**config.mk**
```make
export PLATFORM = sky130hd
export DESIGN_NAME = sync_fifo_ctl
export DESIGN_NICKNAME = d
export VERILOG_FILES = /design/src/rtl/sync_fifo_ctl.sv
export SDC_FILE = /design/constraint.sdc
export NUM_CORES = 1
export LEC_CHECK = 0
export ABC_CLOCK_PERIOD_IN_PS = 3400
export BUFFER_PORTS_ARGS = -buffer_cell sky130_fd_sc_hd__buf_2
export CAP_MARGIN = 20
export CORE_ASPECT_RATIO = 0.7
export CORE_MARGIN = 1.5
export CORE_UTILIZATION = 59
export DETAILED_ROUTE_END_ITERATION = 10
export MAX_ROUTING_LAYER = met4
export PLACE_DENSITY = 0.84
export SLEW_MARGIN = 20
export SYNTH_ARGS = -nofsm -noshare
export SYNTH_HDL_FRONTEND = slang
export SYNTH_SLANG_ARGS = --single-unit
export TNS_END_PERCENT = 10
```
**constraint.sdc**
```tcl
create_clock -name clk -period 3.4 [get_ports clk]
set_clock_uncertainty 0.2 [all_clocks]
set_input_delay 0.68 -clock clk [delete_from_list [all_inputs] [get_ports clk]]
set_output_delay 0.68 -clock clk [all_outputs]
set_load 0.1 [all_outputs]
```
**src/rtl/sync_fifo_ctl.sv**
```systemverilog
// sync_fifo_ctl: single-clock FIFO with level, threshold flags, error pulses
// and optional first-word-fall-through output.
//
// Ports:
//   clk, rst_n            clock, synchronous active-low reset
//   wr_en, wr_data        write request and word
//   full, almost_full     no space / level >= AFULL_TH
//   rd_en, rd_data        read request (pop in FWFT mode) and read word
//   empty, almost_empty   nothing readable / level <= AEMPTY_TH
//   level                 words held (FWFT: includes the prefetched head)
//   overflow, underflow   one-cycle pulses for rejected write / read
module sync_fifo_ctl #(
  parameter int DATA_WIDTH = 10,
  parameter int DEPTH      = 8,
  parameter bit FWFT       = 1'b0,
  parameter int AFULL_TH   = DEPTH - 2,
  parameter int AEMPTY_TH  = 2
) (
  input  logic                          clk,
  input  logic                          rst_n,
  input  logic                          wr_en,
  input  logic [DATA_WIDTH-1:0]         wr_data,
  output logic                          full,
  output logic                          almost_full,
  input  logic                          rd_en,
  output logic [DATA_WIDTH-1:0]         rd_data,
  output logic                          empty,
  output logic                          almost_empty,
  output logic [$clog2(DEPTH):0]        level,
  output logic                          overflow,
  output logic                          underflow
);

  localparam int AW = $clog2(DEPTH);
  localparam int LW = AW + 1;

  localparam logic [LW-1:0] ONE     = LW'(1);
  localparam logic [LW-1:0] DEPTH_L = LW'(DEPTH);
  localparam logic [LW-1:0] AF_L    = LW'(AFULL_TH);
  localparam logic [LW-1:0] AE_L    = LW'(AEMPTY_TH);

  logic [DATA_WIDTH-1:0] mem [DEPTH];

  logic [LW-1:0] wptr;
  logic [LW-1:0] rptr;
  logic [LW-1:0] rptr_inc;
  logic [LW-1:0] level_nxt;

  logic wr_acc;
  logic rd_acc;

  logic [DATA_WIDTH-1:0] rd_nxt;

  assign wr_acc   = wr_en & ~full;
  assign rd_acc   = rd_en & ~empty;
  assign rptr_inc = rptr + ONE;

  // Pointers wrap at 2*DEPTH, so their difference is the exact
  // occupancy 0..DEPTH without a separate counter.
  assign level = wptr - rptr;

  always_comb begin
    level_nxt = level;
    case ({wr_acc, rd_acc})
      2'b10:   level_nxt = level + ONE;
      2'b01:   level_nxt = level - ONE;
      default: level_nxt = level;
    endcase
  end

  generate
    if (FWFT) begin : g_fwft
      // rd_data always mirrors the head word. On a pop the next head
      // is fetched, or taken straight from wr_data when that word is
      // being written in the same cycle. On an empty FIFO a write
      // bypasses the RAM. A pop that empties the FIFO leaves the
      // stale word in place.
      always_comb begin
        rd_nxt = rd_data;
        if (rd_acc) begin
          if (level_nxt != '0) begin
            if (wr_acc && level == ONE)
              rd_nxt = wr_data;
            else
              rd_nxt = mem[rptr_inc[AW-1:0]];
          end
        end else if (wr_acc && empty) begin
          rd_nxt = wr_data;
        end
      end
    end else begin : g_std
      always_comb begin
        rd_nxt = rd_data;
        if (rd_acc)
          rd_nxt = mem[rptr[AW-1:0]];
      end
    end
  endgenerate

  always_ff @(posedge clk) begin
    if (rst_n && wr_acc)
      mem[wptr[AW-1:0]] <= wr_data;
  end

  always_ff @(posedge clk) begin
    if (!rst_n) begin
      wptr         <= '0;
      rptr         <= '0;
      full         <= 1'b0;
      empty        <= 1'b1;
      almost_full  <= (AF_L == '0);
      almost_empty <= 1'b1;
      overflow     <= 1'b0;
      underflow    <= 1'b0;
      rd_data      <= '0;
    end else begin
      if (wr_acc)
        wptr <= wptr + ONE;
      if (rd_acc)
        rptr <= rptr_inc;
      full         <= (level_nxt == DEPTH_L);
      empty        <= (level_nxt == '0);
      almost_full  <= (level_nxt >= AF_L);
      almost_empty <= (level_nxt <= AE_L);
      overflow     <= wr_en & full;
      underflow    <= rd_en & empty;
      rd_data      <= rd_nxt;
    end
  end

endmodule

```
==> summary.txt, run 1 <==
Place
  – Cell count after placement: around 390
  – HPWL Detailed: 4980 um
  – Placed cell area: 4670 um2
  – Routability congestion estimate: ~0.8
  – Port bufs: 33

Logic synthesis
  – Number of flops mapped to enable cells by yosys: 80
  – Synthesized cell area: 4260 um2
  – Ys flop type: edfxtp_1
  – Syn_area_per_cell: 16.3 um2
  – Asr flop ratio synth: 0%
  – Synth Register Bits: 104
  – YS warnings: 0
  – Syn nets: 285
  – Synth cell types: 37
  – Sequential area share after synthesis: 67.7%
  – Cells after synthesis: 261

STA
  – Crit share post-route: 84.7%
  – Worst hold slack: around 0.30 ns
  – Final Max Slew Viols: 0
  – FMAX: 347 MHz
  – Fin crit period: 2.88 ns
  – Worst Tran Pin Value: 0.488 ns
  – Setup TNS: 0 ns
  – Setup-failing EPs final: 0
  – RSZ-0062 raised after global routing: no
  – Max-slew headroom: 67.3%
  – Final Hold Vio Count: 0

Routing
  – DR WL/cell: approximately 18 um
  – # DRC: 0
  – Met1 Routed Length: 3370 um
  – Detail Route Antenna Nets: 0
  – Detailed Route Iter0 Violations: 83
  – Final wirelength: ~7500 um
  – Via/cell ratio: 5.71
  – TritonRoute pass-1 iters: 4
  – WL met2: around 3600 um
  – Highest metal used: met4
  – WL met3: 505 um
  – Vias: roughly 2,300

CTS
  – Worst-Skew Late Latency: 0.36 ns
  – TritonCTS Buffers: 9
  – CTS tree: built
  – CTS H-tree depth: 3
  – Worst-path clk slew: 0.10 ns
  – CTS sink count: 104
  – CTS Hold Bufs: 0
  – Gates resized, CTS repair: 0
  – Clock root buffer: clkbuf_8
  – Max Root-Sink Buffers: 2
  – Setup repair bufs after CTS: 0

Global routing
  – Vias in the first global route: 2,290
  – First-pass GRT wire length: 11,900 um
  – GR Overflow Total: 0
  – Largest net degree at the start of global routing: 26
  – Initial antenna violation count: 0
  – Gr usage total: a little over a fifth

Flow run
  – Max Cap Viol: 0

Pwr
  – Pwr per Cell Area: 705 nW/um2
  – Leakage: 0.00175 uW
  – Peak VDD IR: 0.000516 V

Worst setup path
  – CP max FO: 8
  – Endpoint type of the worst setup path: flop
  – Crit-path max cell delay: 0.62 ns
  – CP Class: reg -> reg
  – Critical Path AT: 2.96 ns
  – CP Cell Sequence: inv_1, ha_1, inv_1, fa_1, inv_1, fa_1, xnor2_1, mux2i_1, nand3_1, o31ai_1
  – Cell mode on critical path: inv_1
  – Slowest-stage cell, CP: fa_1
  – Worst endpoint required time: ~3.5 ns
  – Startpoint Class: flop
  – CP top delay family: adder cells
  – Worst Path Buf+Inv: 3

Outcome
  – Status: finished, final reports clean

Layout
  – Antenna diodes: 0
  – Fin util: 70.3%
  – Final #Nets: 334
  – Finished Cell Area: between 4000 and 5000 um2
  – Post-route insts no fill: 409
  – P&R area growth vs syn: 13.6%
  – Share of post-route cells with drive strength above 1: 22.9%

Floorplanning
  – Area of the core: 6880 um2
  – Die area: a little under 8000 um2
  – Die H: 74.1 um
  – Width of the die: around 100 um
  – Initial core utilization: 61.9%
  – Row count: 25
  – I/O pin count: 34

Worst hold path
  – Hold Path Class: reg -> reg
[cells in the mapped netlist (3+ instances only)]
master	number	area [um2]
xnor2_1	5	43.8
inv_1	8	30.0
nand2_1	24	90.1
dfxtp_1	24	480
nor2_1	28	105
clkbuf_1	6	22.5
a21oi_1	5	25.0
edfxtp_1	80	2400
a311oi_1	10	87.6
xor2_1	5	43.8
and3_1	3	18.8
mux4_1	19	499
buf_2	4	20.0
ha_1	8	100
[cell usage in the layout (no fill, tap or decap), types with 3 or more instances in the layout]
cell      synthesis  final
nor2_1           28     27
nand2_1          24     24
ha_1              8      8
mux4_1           19     19
inv_1             8      8
edfxtp_1         80     80
a21oi_1           5      5
buf_12            0      3
dfxtp_1          24     24
buf_4             0     19
xnor2_1           5      5
a311oi_1         10     10
clkbuf_8          1      9
xor2_1            5      4
and3_1            3      3
buf_2             4     30
[sequential cells by signal, indices dropped and copies added (netlist names)]
register	count
almost_empty	1
mem	80
empty	1
underflow	1
wptr	4
overflow	1
almost_full	1
rd_data	10
rptr	4
full	1
[worst paths after layout]
kind / startpoint / to / slack [ns] / cells past startpoint
min reg2reg: rd_data[8]$_SDFFE_PN0P_ / rd_data[8]$_SDFFE_PN0P_ / 0.30 / 2
max reg2reg: wptr[0]$_SDFFE_PN0N_ / empty$_SDFF_PN1_ / 0.52 / 10
min: rd_data[8]$_SDFFE_PN0P_ / rd_data[8]$_SDFFE_PN0P_ / 0.30 / 2
max: wptr[0]$_SDFFE_PN0N_ / empty$_SDFF_PN1_ / 0.52 / 10
[layer usage]
metal  vias up  global-route usage [%]
li1       1104                       -
met1      1156                    28.3
met2        68                    35.4
met3         7                    6.49
met4         0                    4.78
met5         -                       -
[kinds of logic after synthesis]
family | Yosys count | share of synthesized area, %
muxes | 22 | 12.7
AOI/OAI and AO/OA | 22 | 3.88
and+or+nand+nor | 70 | 7.58
xor gates and xnor gates | 10 | 2.06
DFF | 104 | 67.7
buffers and inverters | 23 | 2.82
adders and majority gates | 10 | 3.29
[cell type report]
type	count	area, um2
sequential	104	2880
fill	459	2040
multi-input combinational	134	1280
timing repair buffer	52	353
clock buffer	10	128
tap	94	118
clock inverter	6	43.8
inverter	9	33.8
[worst min-delay path, cell delays in order (launching register included)]
cell and delay (ns):
dfxtp_1 0.32, nor2_1 0.09, a311oi_1 0.05
[stage by stage]
step / setup WS [ns] / power [uW]
2_1_floorplan: -0.0179 / 2510
3_3_place_gp: 0.549 / 2740
3_5_place_dp: 0.515 / 2760
4_1_cts: 0.511 / 3430
5_1_grt: 0.362 / 3570
6_report: 0.519 / 3410
[where the power goes]
part,internal [uW],switching [uW]
clock network,270,414
logic,361,871
registers,1450,43.0
total,2080,1330
No activity file was read; power rests on OpenSTA's default activity.
==> run 2, diff against run 1 <==
--- a/config.mk
+++ b/config.mk
@@ -5,15 +5,16 @@
 export SDC_FILE = /design/constraint.sdc
 export NUM_CORES = 1
 export LEC_CHECK = 0
-export ABC_CLOCK_PERIOD_IN_PS = 3400
+export ABC_AREA = 1
+export ABC_CLOCK_PERIOD_IN_PS = 2500
 export BUFFER_PORTS_ARGS = -buffer_cell sky130_fd_sc_hd__buf_2
 export CAP_MARGIN = 20
 export CORE_ASPECT_RATIO = 0.7
 export CORE_MARGIN = 1.5
-export CORE_UTILIZATION = 59
+export CORE_UTILIZATION = 54
 export DETAILED_ROUTE_END_ITERATION = 10
 export MAX_ROUTING_LAYER = met4
-export PLACE_DENSITY = 0.84
+export PLACE_DENSITY = 0.81
 export SLEW_MARGIN = 20
 export SYNTH_ARGS = -nofsm -noshare
 export SYNTH_HDL_FRONTEND = slang
==> constraint.sdc (replaced) <==
create_clock -name clk -period 2.5 [get_ports clk]
set_clock_uncertainty 0.2 [all_clocks]
set_input_delay 0.5 -clock clk [delete_from_list [all_inputs] [get_ports clk]]
set_output_delay 0.5 -clock clk [all_outputs]
set_load 0.1 [all_outputs]
==> run 2 against run 1 <==
Net effect: the run now ends with negative setup slack left; first-iteration DRC count grew to 3.6 times the previous value; sequential share of layout area is 4.4 points lower; wire length is 30% higher; hold slack worse by 0.13 ns; area after synthesis is 4.0% higher; cell count is 37% higher; register-to-register slack worse by 0.53 ns; final area is 8.2% higher; clock power is 88% higher; clock-buffer cell count is 3 higher; via count is 34% higher; sequential cell count stayed put; critical endpoint is now level[2]; largest power group unchanged.
==> summary.txt, run 2 <==
Place
  – Routability congestion estimate: 0.900 (+16%)
  – Cell count after placement: 541 (+38%)
  – HPWL Detailed: 6120 um (+23%)
  – Setup slack at placement: -0.127 ns (-0.642 ns)
  – Port bufs: 33 (unchanged)

Pwr
  – Leakage: 0.00206 uW (+18%)
  – Pwr per Cell Area: 907 nW/um2 (+29%)
  – Peak VDD IR: 0.000616 V (+19%)

Logic synthesis
  – Cells after synthesis: 405 (+55%)
  – Synth top cells by count: edfxtp_1, inv_1, a21oi_1
  – Asr flop ratio synth: 0% (unchanged)
  – Synthesized cell area: 4430 um2 (+4.0%)
  – Syn nets: 429 (+51%)
  – Area contributors post-synth: edfxtp_1, dfxtp_1, a21oi_1
  – Synth top area share: 54.2% (-2.2 points)
  – Sequential area share after synthesis: 65.0% (-2.6 points)
  – Ys flop type: edfxtp_1
  – Number of flops mapped to enable cells by yosys: 80 (unchanged)
  – Area leader, netlist: edfxtp_1
  – Top-count cell post-synth: edfxtp_1
  – Syn_area_per_cell: 10.9 um2 (-33%)
  – Synth cell types: 26 (-30%)
  – YS warnings: 0 (unchanged)
  – Synth Register Bits: 104 (unchanged)

Routing
  – Detail Route Antenna Nets: 0 (unchanged)
  – Detailed Route Iter0 Violations: 302 (+260%)
  – DR WL/cell: 17.5 um (-5.0%)
  – Final wirelength: 9760 um (+30%)
  – TritonRoute pass-1 iters: 4 (unchanged)
  – Via/cell ratio: 5.61 (-1.7%)
  – Vias: 3,136 (+34%)
  – # DRC: 0 (unchanged)

Worst setup path
  – Startpoint Class: flop
  – CP Class: reg -> out
  – Critical Path AT: 1.84 ns (-1.12 ns)
  – Worst R2R Setup Slack: -0.01 ns (-0.53 ns)
  – Worst endpoint required time: 1.80 ns (-1.68 ns)
  – CP max FO: 5 (-3)
  – Reg2Reg Depth: 11 (+1)
  – Endpoint type of the worst setup path: output port

Outcome
  – Violated checks: negative setup slack
  – Status: finished, violations left

Layout
  – Filler Cell Count: 584 (+27%)
  – Fin util: 66.3% (-4.1 points)
  – Max reg flops: 80 (unchanged)
  – Post-route insts no fill: 559 (+37%)
  – Final #Nets: 477 (+43%)
  – Share of post-route cells with drive strength above 1: 21.4% (-1.5 points)
  – Most frequent cells in the layout: edfxtp_1, inv_1, a21oi_1
  – Antenna diodes: 0 (unchanged)
  – P&R area growth vs syn: 18.2%
  – Commonest non-fill, non-tap cell in the layout: edfxtp_1

CTS
  – CTS H-tree depth: 3 (unchanged)
  – Worst-path clk slew: 0.06 ns (-0.04 ns)
  – CTS Hold Bufs: 0 (unchanged)
  – Worst-Skew Late Latency: 0.35 ns (about the same)
  – TritonCTS Buffers: 9 (unchanged)
  – Clock root buffer: clkbuf_16
  – CTS tree: built
  – Max Root-Sink Buffers: 2 (unchanged)
  – CTS sink count: 104 (unchanged)

Floorplanning
  – Row count: 27 (+8.0%)
  – Die H: 78.8 um (+6.3%)
  – I/O pin count: 34 (unchanged)
  – Width of the die: 111 um (+6.4%)
  – Area of the core: 7910 um2 (+15%)
  – Initial core utilization: 56.1% (-5.8 points)
  – Die area: 8770 um2 (+13%)

Global routing
  – GR Overflow Total: 0 (unchanged)
  – First-pass GRT wire length: 14,900 um (+25%)
  – Initial antenna violation count: 0 (unchanged)
  – Largest net degree at the start of global routing: 84 (+220%)
  – Vias in the first global route: 2,859 (+25%)
  – Gr usage total: 23.6% (+1.7 points)

STA
  – Worst hold slack: 0.174 ns (-0.126 ns)
  – Max-slew headroom: 50.6% (-17 points)
  – Final Max Slew Viols: 0 (unchanged)
  – Final Hold Vio Count: 0 (unchanged)
  – Setup-failing EPs final: 3 (+3)
  – Setup WS post-layout: -0.0403 ns (-0.559 ns)
  – Worst Tran Pin Value: 0.741 ns (+0.252 ns)
  – Setup TNS: -0.0802 ns (-0.0802 ns)
  – FMAX: about 400 MHz
  – Crit share post-route: 102%
  – Fin crit period: between 2 and 3 ns
  – RSZ-0062 raised after global routing: yes

Worst hold path
  – Hold Path Class: in -> reg
  – Hold path depth: 3 (+1)

Flow run
  – Max Cap Viol: 0 (unchanged)
[run 2: changes by cell type in the layout (fill, tap and decap cells not counted), moves of 18 or more]
cell / before / now
a21oi_1: 5 / 49
inv_1: 8 / 54
mux4_1: 19 / 0
nand2_1: 24 / 47
nor2_1: 27 / 9
o21ai_0: 1 / 32
o21ai_1: 0 / 20
[run 2: worst max-delay path, cell delays in order (launching register included)]
cell     delay [ns]
dfxtp_4        0.35
inv_4          0.08
ha_4           0.12
inv_2          0.04
fa_2           0.38
xor2_4         0.21
buf_6          0.14
buf_12         0.16
[run 2: path summary, 6_finish.rpt]
| kind | end | start |
|---|---|---|
| max | level[2] | wptr[0]$_SDFFE_PN0N_ |
| min | underflow$_SDFF_PN0_ | rd_en |
| max reg2reg | full$_SDFF_PN0_ | wptr[0]$_SDFFE_PN0N_ |
| min reg2reg | overflow$_SDFF_PN0_ | full$_SDFF_PN0_ |
[run 2: cell type report]
| cell class | instances | area, um2 | area share (%) |
|---|---|---|---|
| sequential | 104 | 2890 | 55.2 |
| inverter | 56 | 213 | 4.06 |
| clock inverter | 3 | 16.3 | 0.311 |
| clock buffer | 13 | 260 | 4.97 |
| tap | 101 | 126 | 2.41 |
| multi-input combinational | 225 | 1320 | 25.3 |
| timing repair buffer | 57 | 409 | 7.81 |
[run 2: repair_timing]
item / in CTS / in global routing
resized for setup: 4 / 8
setup endpoints to repair: 5 / 7
pin swaps: 4 / 2
setup buffers: 2 / 0
[run 2: metal layers]
| metal | global-route usage (%) | vias to the layer above | share of wire, % |
|---|---|---|---|
| li1 | - | 1495 | - |
| met1 | 30.1 | 1493 | 44 |
| met2 | 36.7 | 122 | 46 |
| met3 | 6.87 | 26 | 6.9 |
| met4 | 8.48 | 0 | 2.8 |
| met5 | - | - | 0 |
[run 2: cells by family after synthesis]
| family | after synthesis | share of synthesized area [%] |
|---|---|---|
| fa+ha+maj | 10 | 3.16 |
| buf+inv | 76 | 7.54 |
| flops | 104 | 65.0 |
| simple gates | 93 | 9.29 |
| compound gates | 117 | 14.0 |
| xor+xnor | 5 | 0.988 |
[run 2: metrics by stage]
stage / power, uW / instance area, um2
3_5_place_dp: 3420 / 4890
6_report: 4750 / 5240
5_1_grt: 4940 / 5240
4_1_cts: 4730 / 5200
2_1_floorplan: 3100 / 4500
3_3_place_gp: 3380 / 4890
[run 2: report_power, final]
| part | switching (uW) | internal, uW | leakage, uW |
|---|---|---|---|
| Combinational | 1060 | 410 | 0.00101 |
| Sequential | 42.0 | 1950 | 0.000922 |
| Clock | 567 | 724 | 0.000133 |
| Total | 1670 | 3080 | 0.00206 |
==> run 3, diff against run 2 <==
--- a/config.mk
+++ b/config.mk
@@ -11,10 +11,11 @@
 export CAP_MARGIN = 20
 export CORE_ASPECT_RATIO = 0.7
 export CORE_MARGIN = 1.5
-export CORE_UTILIZATION = 54
+export CORE_UTILIZATION = 46
 export DETAILED_ROUTE_END_ITERATION = 10
+export GPL_ROUTABILITY_DRIVEN = 0
 export MAX_ROUTING_LAYER = met4
-export PLACE_DENSITY = 0.81
+export PLACE_DENSITY = 0.71
 export SLEW_MARGIN = 20
 export SYNTH_ARGS = -nofsm -noshare
 export SYNTH_HDL_FRONTEND = slang
==> run 3 against run 2 <==
Net effect: the run now ends clean; sequential power barely moved; fmax rose by 2.5%; hold slack improved by 0.011 ns; wire length fell by 6.2%; setup slack improved by 0.063 ns; clock-buffer cell count fell by 3; final area rose by 0.81%; die area rose by 17%.
==> summary.txt, run 3 (synthesis results as in run 2) <==
Routing
  – Final wirelength: 9160 um (-6.2%)
  – # DRC: 0 (unchanged)
  – Vias: 3,021 (-3.7%)
  – DR WL/cell: 15.7 um (-9.9%)
  – Highest metal used: met4
  – WL met2: 4280 um (-5.0%)
  – TritonRoute pass-1 iters: 4 (unchanged)
  – Via/cell ratio: 5.19 (-7.5%)
  – WL met3: 349 um (-48%)
  – Detailed Route Iter0 Violations: 252 (-17%)
  – Met1 Routed Length: 4390 um (+1.9%)
  – Detail Route Antenna Nets: 0 (unchanged)

Layout
  – Antenna diodes: 0 (unchanged)
  – Share of post-route cells with drive strength above 1: 21.2% (-0.22 points)
  – P&R area growth vs syn: 19.1%
  – Commonest non-fill, non-tap cell in the layout: edfxtp_1
  – Max reg flops: 80 (unchanged)
  – Most frequent cells in the layout: edfxtp_1, inv_1, a21oi_1
  – Final #Nets: 478 (+0.21%)
  – Finished Cell Area: 5280 um2 (+0.81%)

Worst hold path
  – Hold Path Class: in -> reg

Floorplanning
  – Die H: 85.1 um (+8.0%)
  – Die area: 10,200 um2 (+17%)
  – I/O pin count: 34 (unchanged)
  – Initial core utilization: 48.1% (-8.0 points)
  – Width of the die: 120 um (+8.1%)
  – Row count: 29 (+7.4%)
  – Area of the core: 9220 um2 (+17%)

STA
  – Fin crit period: 2.48 ns (-0.0627 ns)
  – Worst Tran Pin Value: 0.736 ns (-0.00463 ns)
  – Setup-failing EPs final: 0 (-3)
  – Crit share post-route: 99.1% (-2.5 points)
  – RSZ-0062 raised after global routing: yes
  – Final Max Slew Viols: 0 (unchanged)
  – Final Hold Vio Count: 0 (unchanged)
  – Setup TNS: 0 ns (+0.0802 ns)
  – Max-slew headroom: 50.9% (+0.31 points)
  – FMAX: 404 MHz (+2.5%)
  – Setup WS post-layout: 0.0225 ns (+0.0627 ns)

Global routing
  – Gr usage total: 19.6% (-4.0 points)
  – Vias in the first global route: 2,893 (+1.2%)
  – Largest net degree at the start of global routing: 84 (unchanged)
  – First-pass GRT wire length: 14,700 um (-1.5%)
  – GR Overflow Total: 0 (unchanged)
  – Initial antenna violation count: 0 (unchanged)

Worst setup path
  – Slowest-stage cell, CP: fa_2
  – Crit-path max cell delay: 0.37 ns (about the same)
  – CP Class: reg -> out
  – Endpoint type of the worst setup path: output port
  – CP Cell Sequence: inv_4, ha_4, inv_2, fa_2, xor2_4, buf_6, buf_12
  – CP max FO: 5 (unchanged)
  – Startpoint Class: flop
  – Worst endpoint required time: 1.80 ns (about the same)
  – Critical Path AT: 1.78 ns (-0.06 ns)

Pwr
  – Pwr per Cell Area: 905 nW/um2 (-0.24%)
  – Peak VDD IR: 0.000543 V (-12%)
  – Leakage: 0.00206 uW (about the same)

Place
  – HPWL Detailed: 5930 um (-3.2%)
  – Placed cell area: 4930 um2 (+0.74%)
  – Port bufs: 33 (unchanged)
  – Setup slack at placement: 0.0101 ns (+0.137 ns)

CTS
  – Worst-Skew Late Latency: 0.34 ns (about the same)
  – CTS H-tree depth: 3 (unchanged)
  – CTS Hold Bufs: 0 (unchanged)
  – CTS tree: built
  – TritonCTS Buffers: 9 (unchanged)
  – Worst-path clk slew: 0.07 ns (about the same)
  – Clock root buffer: clkbuf_16
  – Max Root-Sink Buffers: 2 (unchanged)
  – CTS sink count: 104 (unchanged)

Flow run
  – Max Cap Viol: 0 (unchanged)

Outcome
  – Status: finished, final reports clean
[run 3: changes by cell type in the layout (fill, tap and decap cells not counted), sizes merged]
cell,previous run,this run
clkbuf,13,10
buf,57,58
bufinv,0,1
clkinv,2,1
clkinvlp,1,2
inv,56,57
[run 3: metal layers]
layer,track usage (%),vias to the layer above
met5,-,-
met4,5.99,0
met3,4.37,12
met2,29.7,59
met1,26.7,1454
li1,-,1496
[run 3: critical path, delay by kind of cell, from the launching register on]
family / cells / cell delay, ns
flip-flops: 1 / 0.35
adder cells (fa/ha/maj): 2 / 0.49
buffers and inverters: 4 / 0.40
XOR/XNOR: 1 / 0.19
[run 3: final cells by class]
cell class | count | area [um2]
well taps | 124 | 155
repair buffers | 58 | 420
flip-flops and latches | 104 | 2890
multi-input cells | 225 | 1310
inverters | 56 | 213
clock buffers | 10 | 229
clock inverters | 5 | 58.8
fillers | 758 | 3940
[run 3: through the flow]
step                util [%]  hold slack, ns  std cells  total power (uW)
finish                  57.3           0.185        582              4780
global route            57.3           0.195        582              4980
CTS                     57.0           0.180        582              4760
detailed placement      53.5           0.245        565              3410
global placement        53.5           0.239        565              3390
floorplan                  -           0.302        405              3100
[run 3: repair_timing]
item / CTS / global route
buffers inserted: 2 / 0
pin swaps: 2 / 4
gates resized for setup: 3 / 6
endpoints found under the setup margin: 7 / 7
[run 3: worst paths after layout]
kind | slack, ns | start | end | cells after the start
min reg2reg | 0.24 | full$_SDFF_PN0_ | overflow$_SDFF_PN0_ | 2
min | 0.19 | rd_en | underflow$_SDFF_PN0_ | 3
max reg2reg | 0.08 | wptr[0]$_SDFFE_PN0N_ | full$_SDFF_PN0_ | 11
max | 0.02 | wptr[0]$_SDFFE_PN0N_ | level[2] | 7
[run 3: power breakdown]
group | internal [uW] | total (uW) | switching, uW
sequential | 1950 | 1990 | 39.9
combinational | 408 | 1440 | 1030
clock | 772 | 1350 | 580
